--- src/rtl/clk_phase_checker_hyper.sv ---
// Quadrature clock phase checker: samples four divided clocks on both edges of clk_i
// and tracks lock/fault state with a saturating bad-cycle counter.
module clk_phase_checker_hyper #(
    parameter int unsigned LOCK_CYCLES = 8,
    parameter int unsigned ERR_CNT_W   = 8
) (
    input  logic                 clk_i,
    input  logic                 rst_ni,
    input  logic                 en_i,
    input  logic                 clr_i,
    input  logic                 clk0_i,
    input  logic                 clk90_i,
    input  logic                 clk180_i,
    input  logic                 clk270_i,
    output logic                 locked_o,
    output logic                 err_o,
    output logic [ERR_CNT_W-1:0] err_cnt_o,
    output logic [1:0]           state_o
);

    typedef enum logic [1:0] {
        IDLE    = 2'b00,
        ACQUIRE = 2'b01,
        LOCKED  = 2'b10,
        FAULT   = 2'b11
    } state_e;

    localparam logic [7:0]           LOCK_N  = 8'(LOCK_CYCLES);
    localparam logic [ERR_CNT_W-1:0] CNT_MAX = '1;

    state_e               state_q, state_d;
    logic [7:0]           good_q, good_d;
    logic                 first_q, first_d;
    logic                 err_q, err_d;
    logic [ERR_CNT_W-1:0] cnt_q, cnt_d, cnt_inc;
    logic                 locked_q;
    logic                 p0_q;
    logic [3:0]           n_q;
    logic [3:0]           p;
    logic                 p_ok, n_ok, tog_ok, good;

    // Bit order {clk0, clk90, clk180, clk270} for both edge samples.
    assign p = {clk0_i, clk90_i, clk180_i, clk270_i};

    always_ff @(negedge clk_i or negedge rst_ni) begin
        if (!rst_ni) n_q <= 4'b0000;
        else         n_q <= p;
    end

    assign p_ok    = (p[3] == p[2]) && (p[1] == p[0]) && (p[3] != p[1]);
    assign n_ok    = (n_q[3] == n_q[0]) && (n_q[2] == n_q[1]) && (n_q[3] != n_q[2]);
    // The previous P0 is not meaningful on the first acquisition cycle.
    assign tog_ok  = first_q || (p[3] != p0_q);
    assign good    = p_ok && n_ok && tog_ok;
    assign cnt_inc = (cnt_q == CNT_MAX) ? cnt_q : cnt_q + 1'b1;

    always_comb begin
        state_d = state_q;
        good_d  = good_q;
        first_d = 1'b0;
        err_d   = err_q;
        cnt_d   = cnt_q;
        if (!en_i) begin
            state_d = IDLE;
            good_d  = 8'd0;
            if (clr_i) begin
                err_d = 1'b0;
                cnt_d = '0;
            end
        end else if (clr_i) begin
            err_d  = 1'b0;
            cnt_d  = '0;
            good_d = 8'd0;
            if (state_q == LOCKED || state_q == FAULT) begin
                state_d = ACQUIRE;
                first_d = 1'b1;
            end
        end else begin
            unique case (state_q)
                IDLE: begin
                    state_d = ACQUIRE;
                    good_d  = 8'd0;
                    first_d = 1'b1;
                end
                ACQUIRE: begin
                    if (good) begin
                        good_d = good_q + 8'd1;
                        if (good_q + 8'd1 == LOCK_N) state_d = LOCKED;
                    end else begin
                        good_d = 8'd0;
                    end
                end
                LOCKED: begin
                    if (!good) begin
                        state_d = FAULT;
                        err_d   = 1'b1;
                        cnt_d   = cnt_inc;
                    end
                end
                FAULT: begin
                    if (!good) cnt_d = cnt_inc;
                end
                default: state_d = IDLE;
            endcase
        end
    end

    always_ff @(posedge clk_i or negedge rst_ni) begin
        if (!rst_ni) begin
            state_q  <= IDLE;
            good_q   <= 8'd0;
            first_q  <= 1'b0;
            err_q    <= 1'b0;
            cnt_q    <= '0;
            locked_q <= 1'b0;
            p0_q     <= 1'b0;
        end else begin
            state_q  <= state_d;
            good_q   <= good_d;
            first_q  <= first_d;
            err_q    <= err_d;
            cnt_q    <= cnt_d;
            locked_q <= (state_d == LOCKED);
            p0_q     <= clk0_i;
        end
    end

    assign locked_o  = locked_q;
    assign err_o     = err_q;
    assign err_cnt_o = cnt_q;
    assign state_o   = state_q;

endmodule

--- config.mk ---
export PLATFORM = sky130hd
export DESIGN_NAME = clk_phase_checker_hyper
export DESIGN_NICKNAME = d
export VERILOG_FILES = /design/src/rtl/clk_phase_checker_hyper.sv
export SDC_FILE = /design/constraint.sdc
export NUM_CORES = 1
export LEC_CHECK = 0
export BUFFER_PORTS_ARGS = -buffer_cell sky130_fd_sc_hd__buf_4
export CORE_UTILIZATION = 35
export DETAILED_ROUTE_END_ITERATION = 6
export GPL_ROUTABILITY_DRIVEN = 0
export SLEW_MARGIN = 20
export SYNTH_ARGS = -nofsm -noshare
export SYNTH_HDL_FRONTEND = slang
export SYNTH_SLANG_ARGS = --single-unit
--- constraint.sdc ---
create_clock -name clk_i -period 3.8 [get_ports clk_i]
set_clock_uncertainty 0.2 [all_clocks]
set_input_delay 0 -clock clk_i [delete_from_list [all_inputs] [get_ports clk_i]]
set_output_delay 0 -clock clk_i [all_outputs]
set_load 0.05 [all_outputs]
---- Word level (Yosys, flattened, before mapping) ----
Cells that the tools add are included.
storage, ports and cells
  bits in registers ....................... 26
  bits of input ports ..................... 8
  output and inout bits ................... 12
  word-level logic and storage cells ...... 67
cells by class
  add/subtract/negate cells ............... 2
  eq/ne operators ......................... 16
  muxes and demuxes ....................... 26
  reductions and logical operators ........ 15
operators by type and width
  cell                                                                      count
  8-bit 2-to-1 mux                                                          9
  8-bit by 1-bit adder with 8-bit output (second input constant)            2
  8-bit case mux with 2 select lines                                        1
  2-bit 2-to-1 mux                                                          6
  1-bit 2-to-1 mux                                                          9
  8-bit by 4-bit == test with 1-bit output (second input constant)          1
  8-bit == test (second input constant)                                     1
  2-bit == test (second input constant)                                     3
  1-bit logical AND                                                         6
  2-bit case mux with 3 select lines                                        1
  2-bit nonzero test                                                        3
  1-bit == test                                                             4
  2-bit inequality test (second input constant)                             2
  4-bit by 1-bit inequality test with 1-bit output (second input constant)  1
  4-bit AND reduction                                                       1
  1-bit inequality test                                                     3
  3-bit AND reduction                                                       1
  2-bit by 1-bit == test with 1-bit output (second input constant)          1
  2-bit zero test                                                           1
  1-bit logical OR                                                          2
  2-bit OR reduction                                                        1

---- Depth between registers and ports, before layout ----
Gate-level depths: netlist of run 1.
  word-level depth ........................ 10
  mapped depth ............................ 7
  mapped depth without buffers ............ 6

==> impl_results.md, run 1 <==
- Fin. Hold Viols: 0
- Net Sw Power: 111 uW
- Seq/Total Area, Yosys: 45.4%
- Syn Area/Cell: 9.96 sq um
- Post-Synth Adder-Cell Area: 1.75%
- Crit-path cells: nand4bb_1 > o31ai_2 > o21a_2 > buf_12 > or3_1 > a21oi_1
- CTS tree: done
- WP buf/inv: 1
- Compound-Gate Fraction of Synth Area: 21.7%
- DRC: 0
- Wl on met1: 1.59 mm
- Net Count, Synth: 154
- Seq pwr share: 57.0%
- Gate power share: 7.8%
- Worst-path maximum fanout: 7
- Reg2reg start: n_q[2]
- Post-synthesis cell type count: 46
- Worst-margin pin slew: 0.712 ns
- Yosys reg bits: 26
- Row count: 22
- Worst path slowest cell: dfrtn_1
- Pin count of the biggest net entering global routing: 27
- CTS buffer count: 3
- # H-tree levels: 1
- CP arrival: 3.71 ns
- Critical Path End Type: register
- Worst reg-to-reg path cell count: 6
- Max VDD drop: 0.242 mV
- Yosys Warn Count: 0
- Number of DRC markers in iteration 0: 53
- Total number of vias: 1208
- Post-Synth XOR/XNOR Area: 0%
- Netlist Area Pre-Place: 0.00143 sq mm
- # port buffers: 19
- Clk slew on worst S/H paths: 0.09 ns
- Net count, final: 181
- Wire length on met2: 1.54 mm
- Pwr Total: 500 uW
- EDFF count, synth: 0
- Highest metal used: met4
- Crit path launch type: register
- CP top delay family: simple AND/OR/NAND/NOR gates
- Run status: finished clean
- Num ports: 20
- CORE AREA: 0.00380 sq mm
- Starting density of the core: 37.7%
- WL/cell: 15.2 um
- Vias in the first global route: 1175
- RSZ-0062 raised after global routing: false
- Share of synthesized area spent on multiplexers: 1.05%
- Max_cap viols: 0
- FFs w/ async S/R, synth: 100%
- Setup TNS: 0 ns
- Internal power: 389 uW
- GRT Resource Usage Total: 16.7%
- Switching portion of total power: 22.3%
- Max transition margin: 52.5%
- Total global routing overflow: 0
- Utilization after layout: 45.8%
- Final setup vio count: 0
- Crit Path Category: register to register
- Initial antenna violation count: 0
- Die X: 66.0 um
- Die height: 66.0 um
- Area growth syn-to-layout: 21.5%
- Worst reg-to-reg setup slack: 0.08 ns
- Die ar.: 0.00436 sq mm
- LEAKAGE: 0.767 nW
- Critical path data required time: 3.79 ns
- HP Class: primary input to register
- Final slew viol count: 0
- Cell area power density: 287 mW/mm^2
- Post-Route WL: 3.32 mm
- Post-DP HPWL: 2.19 mm
- Layout cells sized above 1: 24.7%
- TritonCTS sink count: 26
- Main synth FF type: dfrtp_1
- Post-Synth Simple-Gate Area: 26.6%
- First-pass GRT wire length: 5.60 mm
- Clock power frac: 35.2%
- Via-to-Cell Ratio: 5.54
- Hold path depth: 4
- Root buf cell: clkbuf_8
- WHS Endpoint: state_o[0]
- Crit path largest cell delay: 0.41 ns
- Largest family of logic cells by synthesized area: simple AND/OR/NAND/NOR gates
- Worst hold path startpoint: clk270_i
- Clk buf depth: 2
- Detail Route Antenna Nets: 0
- Diode count: 0
- Capture point of the worst reg-to-reg path: err_cnt_o[3]
- Clk_lat worst skew: 0.27 ns
- DRT Pass-1 Iters: 4
- Syn Inst Count: 144
- Metal3 WL: 141 um
[worst register-to-register path, stage by stage, from the launching register on]
cell and delay, ns:
dfrtn_1 0.41, nand4bb_1 0.15, o31ai_2 0.11, o21a_2 0.18, buf_12 0.14, or3_1 0.37
a21oi_1 0.17
[per-stage QoR]
step	area (sq um)	worst slack [ns]	std cells	hold slack, ns
detailed placement	1600	-0.0507	206	-0.269
floorplan	1430	0.168	144	-0.496
finish	1740	0.0811	218	0.0784
global placement	1600	0.0515	206	-0.271
CTS	1740	0.0158	218	0.0689
global route	1740	0.0179	218	0.0866
[power by group through the flow]
| stage | registers [mW] | logic (mW) | clock network, mW |
|---|---|---|---|
| 6_report | 0.285 | 0.0391 | 0.176 |
| 5_1_grt | 0.286 | 0.0437 | 0.190 |
| 4_1_cts | 0.285 | 0.0396 | 0.182 |
| 3_5_place_dp | 0.290 | 0.0343 | 0 |
| 3_3_place_gp | 0.290 | 0.0336 | 0 |
| 2_1_floorplan | 0.292 | 0.0144 | 0 |
[layout make-up]
type / instances / area, sq um
Timing Repair Buffer: 28 / 230
Tap cell: 48 / 60.1
Fill cell: 382 / 2060
Sequential cell: 26 / 651
Inverter: 2 / 7.51
Clock buffer: 4 / 55.1
Multi-Input combinational cell: 110 / 738
[sequential cells by signal, indices dropped and copies added, names as in the netlist]
register,cells
n_q,4
state_o,2
p0_q,1
err_cnt_o,8
err_o,1
locked_o,1
first_q,1
good_q,8
[worst max-delay path by stage]
stage                      start           end  slack (ns)  cells after the start
final                     n_q[2]  err_cnt_o[3]        0.08                      6
after detailed placement  n_q[2]  err_cnt_o[7]       -0.05                      5
after floorplan           n_q[2]  err_cnt_o[7]        0.17                      6
after global placement    n_q[2]     good_q[0]        0.05                      6
after CTS                 n_q[2]  err_cnt_o[7]        0.02                      5
after global routing      n_q[1]    state_o[1]        0.02                      6
[what timing repair did]
action,in CTS,in global routing
pin swaps,1,0
endpoints found under the setup margin,10,19
setup buffers,3,0
hold endpoints to repair,37,0
resized for setup,0,1
hold buffers,5,0
[placed cells by master (no fill, tap or decap), types with 6 or more instances in the layout]
cell / Yosys / final
buf_4: 0 / 22
a21oi_1: 11 / 11
dfrtp_1: 22 / 22
nand3_1: 7 / 7
and3_1: 6 / 6
or3_1: 6 / 6
a31oi_1: 6 / 6
nand2_1: 15 / 15
[Yosys cell counts, types with 2 or more instances]
master | n | share of area, %
ha_1 | 2 | 1.7
dfrtn_1 | 4 | 7.0
and3_1 | 6 | 2.6
a21oi_1 | 11 | 3.8
nor2b_1 | 5 | 2.2
dfrtp_1 | 22 | 38
nand3_1 | 7 | 2.4
o21ai_0 | 5 | 1.7
nand4_1 | 2 | 0.87
o31ai_1 | 2 | 1.0
or2_2 | 2 | 0.87
nor2_1 | 5 | 1.3
or3_1 | 6 | 2.6
nand2_1 | 15 | 3.9
nor4_1 | 2 | 0.87
o41ai_1 | 5 | 3.1
clkbuf_1 | 3 | 0.79
nor3_1 | 3 | 1.0
inv_1 | 2 | 0.52
a31oi_1 | 6 | 2.6
o21ai_1 | 4 | 1.4
[layer usage]
layer / track usage, % / up-vias
li1: - / 598
met1: 21.7 / 583
met2: 26.8 / 23
met3: 4.66 / 4
met4: 5.32 / 0
met5: 0 / -
[kinds of logic after synthesis]
logic type,Yosys count
muxes,1
adders and majority gates,2
and+or+nand+nor,64
DFF,26
buffers and inverters,8
AOI/OAI and AO/OA,43
Power figures use the tool's default switching activity.
==> inputs of run 2 (changes only) <==
--- a/config.mk
+++ b/config.mk
@@ -6,7 +6,7 @@
 export NUM_CORES = 1
 export LEC_CHECK = 0
 export BUFFER_PORTS_ARGS = -buffer_cell sky130_fd_sc_hd__buf_4
-export CORE_UTILIZATION = 35
+export CORE_UTILIZATION = 30
 export DETAILED_ROUTE_END_ITERATION = 6
 export GPL_ROUTABILITY_DRIVEN = 0
 export SLEW_MARGIN = 20
==> run 2 against run 1 <==
- clock-buffer cell count decreased by 1
- core utilization decreased by 6.3 points
- critical endpoint is now good_q[2]
- highest routed layer unchanged
- design area increased by 1.7%
- sequential power about the same
- die area increased by 16%
- largest power group unchanged
- clock power increased by 32%
- cell count increased by 1.8%
- the run now ends with DRC left
- worst setup slack got worse by 0.030 ns
==> impl_results.md, run 2 (synthesis results as in run 1) <==
- Critical Path End Type: register
- Die height: 71.1 um
- Num ports: 20
- LEAKAGE: 0.784 nW
- DRT Pass-1 Iters: 7
- Final slew viol count: 0
- CP arrival: 3.76 ns
- Setup ws final: 0.0514 ns
- First-pass GRT wire length: 5.51 mm
- Max_cap viols: 0
- CTS tree: done
- Worst-margin pin slew: 0.751 ns
- WL/cell: 14.4 um
- Root buf cell: clkbuf_8
- Crit path largest cell delay: 0.41 ns
- Cell area power density: 315 mW/mm^2
- Max transition margin: 49.9%
- Crit-path cells: nand2_1 > o31ai_2 > buf_4 > o211ai_1 > nor4b_1 > a21o_1
- TritonCTS sink count: 26
- Clk buf depth: 2
- DRC: 2
- Die ar.: 0.00506 sq mm
- Worst path slowest cell: dfrtn_1
- Total number of vias: 1250
- Crit Path Category: register to register
- CORE AREA: 0.00447 sq mm
- Commonest non-fill, non-tap cells in the layout: dfrtp_1 (22), buf_4 (21), nand2_1 (15)
- Post-route cell area: 0.00177 sq mm
- Vias in the first global route: 1218
- RSZ-0062 raised after global routing: true
- Post-Route WL: 3.20 mm
- Fin. Hold Viols: 0
- Initial antenna violation count: 0
- Post-DP HPWL: 2.19 mm
- Violations in the final reports: DRC
- Via-to-Cell Ratio: 5.63
- Total global routing overflow: 0
- Placed instance area: 0.00161 sq mm
- WP buf/inv: 1
- Final setup vio count: 0
- Die X: 71.1 um
- Worst-path maximum fanout: 7
- Row count: 24
- Clk_lat worst skew: 0.28 ns
- Number of DRC markers in iteration 0: 58
- Register area: 651 sq um
- Area growth syn-to-layout: 23.5%
- CTS buffer count: 3
- Detail Route Antenna Nets: 0
- Starting density of the core: 32.0%
- Critical path data required time: 3.82 ns
- Setup bufs post-CTS: 0
- Layout cells sized above 1: 24.7%
- Diode count: 0
- Run status: complete, but fails checks
- Clk slew on worst S/H paths: 0.09 ns
- Multi-input gate area: 753 sq um
- Fillers: 427
- Net count, final: 181
- # port buffers: 19
- CP top delay family: compound AO/OA/AOI/OAI gates
- Pin count of the biggest net entering global routing: 27
- Commonest non-fill, non-tap cell in the layout: dfrtp_1
- GRT Resource Usage Total: 13.6%
- Max VDD drop: 0.193 mV
- HP Class: primary input to register
- Place WS: 0.0921 ns
- # H-tree levels: 1
- Crit path launch type: register
[run 2: final cells by class]
type | count | share of cell area, %
multi-input combinational | 110 | 42.5
timing repair buffer | 28 | 12.6
sequential | 26 | 36.7
tap | 52 | 3.67
inverter | 2 | 0.424
clock inverter | 1 | 1.70
clock buffer | 3 | 2.33
[run 2: path summary, 6_finish.rpt]
check                          start            to  slack (ns)  cells past startpoint
setup / recovery              n_q[1]     good_q[2]        0.05                      6
hold / removal               clk90_i    state_o[0]       0.008                      4
setup reg to reg              n_q[1]     good_q[2]        0.05                      6
hold reg to reg            good_q[7]     good_q[7]        0.30                      1
max in group asynchronous     rst_ni        n_q[0]        1.60                      2
min in group asynchronous     rst_ni  err_cnt_o[0]        0.20                      3
[run 2: per-stage QoR]
| step | std cells | hold WS (ns) | utilization, % | TNS, ns | total power, mW |
|---|---|---|---|---|---|
| CTS | 222 | 0.0104 | 39.2 | 0 | 0.568 |
| detailed placement | 211 | -0.261 | 36.1 | 0 | 0.326 |
| floorplan | 144 | -0.496 | - | 0 | 0.306 |
| global placement | 211 | -0.271 | 36.1 | 0 | 0.324 |
| global route | 222 | 0.0220 | 39.6 | -0.0977 | 0.581 |
| finish | 222 | 0.00816 | 39.6 | 0 | 0.558 |
[run 2: timing repair]
action / 4_1_cts / 5_1_grt
endpoints found under the hold margin: 38 / 0
gates resized for setup: 0 / 3
hold buffers: 7 / 0
endpoints found under the setup margin: 0 / 6
[run 2: report_power, final]
| group | switching [mW] | total [mW] | internal (mW) |
|---|---|---|---|
| Clock | 0.0923 | 0.233 | 0.141 |
| Sequential | 0.00405 | 0.285 | 0.281 |
| Combinational | 0.0239 | 0.0403 | 0.0164 |
[run 2: per-layer routing]
layer  wire, um  vias to the layer above  global-route usage, %  part of all wire (%)
li1           -                      601                      -                     -
met1       1430                      608                   17.0                    45
met2       1600                       39                   24.6                    50
met3        154                        2                   3.56                   4.8
met4         11                        0                   1.33                  0.34
met5          0                        -                      0                     0
[run 2: tightest hold or removal path: stages]
cell	delay (ns)
buf_4	0.10
nor4_2	0.06
o21ai_0	0.15
o311a_1	0.14
==> inputs of run 3 (changes only) <==
--- a/config.mk
+++ b/config.mk
@@ -9,6 +9,7 @@
 export CORE_UTILIZATION = 30
 export DETAILED_ROUTE_END_ITERATION = 6
 export GPL_ROUTABILITY_DRIVEN = 0
+export PLACE_DENSITY = 0.47
 export SLEW_MARGIN = 20
 export SYNTH_ARGS = -nofsm -noshare
 export SYNTH_HDL_FRONTEND = slang
==> run 3 against run 2 <==
- the run still ends with DRC left
- critical path type unchanged
- register-to-register slack better by 0.05 ns
- die area unchanged
- design area decreased by 1.3%
- highest routed layer unchanged
- worst hold slack gained 0.053 ns
- worst setup slack improved by 0.048 ns
- largest power group unchanged
- wire length grew 4.0%
==> impl_results.md, run 3 (synthesis results as in run 1) <==
- Fin. Hold Viols: 0
- GRT Resource Usage Total: 14.4%
- Worst hold margin: 0.0613 ns
- Clk buf depth: 2
- Total global routing overflow: 0
- Highest metal used: met4
- Diode count: 0
- WP buf/inv: 2
- CORE AREA: 0.00447 sq mm
- Pwr Total: 503 uW
- DRT Pass-1 Iters: 7
- Starting density of the core: 32.0%
- Vias in the first global route: 1202
- Cell area power density: 288 mW/mm^2
- Root buf cell: clkbuf_8
- Placed insts: 211
- Metal3 WL: 104 um
- First-pass GRT wire length: 5.71 mm
- Violations in the final reports: DRC
- Final slew viol count: 0
- Final setup vio count: 0
- Clk_lat worst skew: 0.28 ns
- # H-tree levels: 1
- Row count: 24
- CP top delay family: simple AND/OR/NAND/NOR gates
- Clk slew on worst S/H paths: 0.09 ns
- Commonest non-fill, non-tap cell in the layout: dfrtp_1
- Utilization after layout: 39.1%
- Crit Path Category: register to register
- Crit path launch type: register
- Pin count of the biggest net entering global routing: 27
- WL/cell: 15.0 um
- Commonest non-fill, non-tap cells in the layout: dfrtp_1 (22), buf_4 (21), nand2_1 (15)
- Post-Route WL: 3.33 mm
- CTS tree: done
- Die X: 71.1 um
- Via-to-Cell Ratio: 5.41
- Max VDD drop: 0.169 mV
- Net count, final: 180
- RSZ-0062 raised after global routing: false
- Wire length on met2: 1.50 mm
- CP arrival: 3.70 ns
- Max_cap viols: 0
- Critical Path End Type: register
- CTS buffer count: 3
- Critical path data required time: 3.80 ns
- Initial antenna violation count: 0
- Layout cells sized above 1: 24.3%
- HP Class: primary input to register
- Number of DRC markers in iteration 0: 101
- Worst-margin pin slew: 0.776 ns
- Crit path largest cell delay: 0.40 ns
- Post-Layout Cell Count: 221
- Max transition margin: 48.3%
- Detail Route Antenna Nets: 0
- Die ar.: 0.00506 sq mm
- Worst-path maximum fanout: 11
- DRC: 2
- Post-DP HPWL: 2.25 mm
- Wl on met1: 1.70 mm
- Num ports: 20
- Run status: complete, but fails checks
- TritonCTS sink count: 26
- Die height: 71.1 um
- LEAKAGE: 0.766 nW
- Setup TNS: 0 ns
- Crit-path cells: nand4bb_1 > o31ai_1 > buf_4 > o21a_4 > buf_12 > or3_1 > a21oi_1
- Area growth syn-to-layout: 21.9%
- # port buffers: 19
- Total number of vias: 1196
- Worst path slowest cell: dfrtn_1
==> run 3: cell types whose count changed in the layout (fill, tap and decap cells not counted), sizes merged <==
cell         delta
dlygate4sd3     -2
clkbuf          +1
buf             +1
bufinv          -1
==> run 3: metal layers <==
layer,vias up,GRT usage [%]
li1,593,-
met1,584,20.1
met2,17,23.0
met3,2,2.99
met4,0,3.33
met5,-,0
==> run 3: stage by stage <==
step                      area [sq um]  setup slack (ns)
after floorplan                   1430             0.168
after global placement            1630             0.111
after detailed placement          1630            0.0717
after CTS                         1730            0.0558
after global routing              1750            0.0192
final                             1750            0.0997
==> run 3: where the power goes <==
| group | switching [mW] | leakage, nW | total [mW] | internal, mW |
|---|---|---|---|---|
| Sequential | 0.00389 | 0.350 | 0.285 | 0.281 |
| Clock | 0.0866 | 0.0288 | 0.179 | 0.0926 |
| Combinational | 0.0236 | 0.388 | 0.0393 | 0.0156 |
| Total | 0.114 | 0.766 | 0.503 | 0.389 |
==> run 3: tightest hold or removal path, stage by stage <==
cell       delay, ns
buf_4           0.11
a2111oi_4       0.05
o21ai_0         0.19
o311a_1         0.15
==> run 3: what timing repair did <==
item,in CTS,in global routing
gates resized for setup,0,2
hold endpoints to repair,38,0
buffers inserted,0,1
setup endpoints to repair,0,8
hold buffers,5,0
==> run 3: cell type report <==
cell class,count,area [sq um]
Clock buffer,4,55.1
Fill cell,457,2730
Inverter,2,7.51
Multi-Input combinational cell,110,747
Sequential cell,26,651
Tap cell,52,65.1
Timing Repair Buffer,27,223
==> run 3: final timing paths <==
check	start	to	slack [ns]	depth (start not counted)
worst min-delay path	clk270_i	state_o[0]	0.06	4
worst min register to register	good_q[7]	good_q[7]	0.33	1
min in group asynchronous	rst_ni	err_cnt_o[6]	0.19	3
max in group asynchronous	rst_ni	n_q[3]	1.62	2
worst max-delay path	n_q[2]	err_cnt_o[2]	0.1	7
worst max register to register	n_q[2]	err_cnt_o[2]	0.1	7
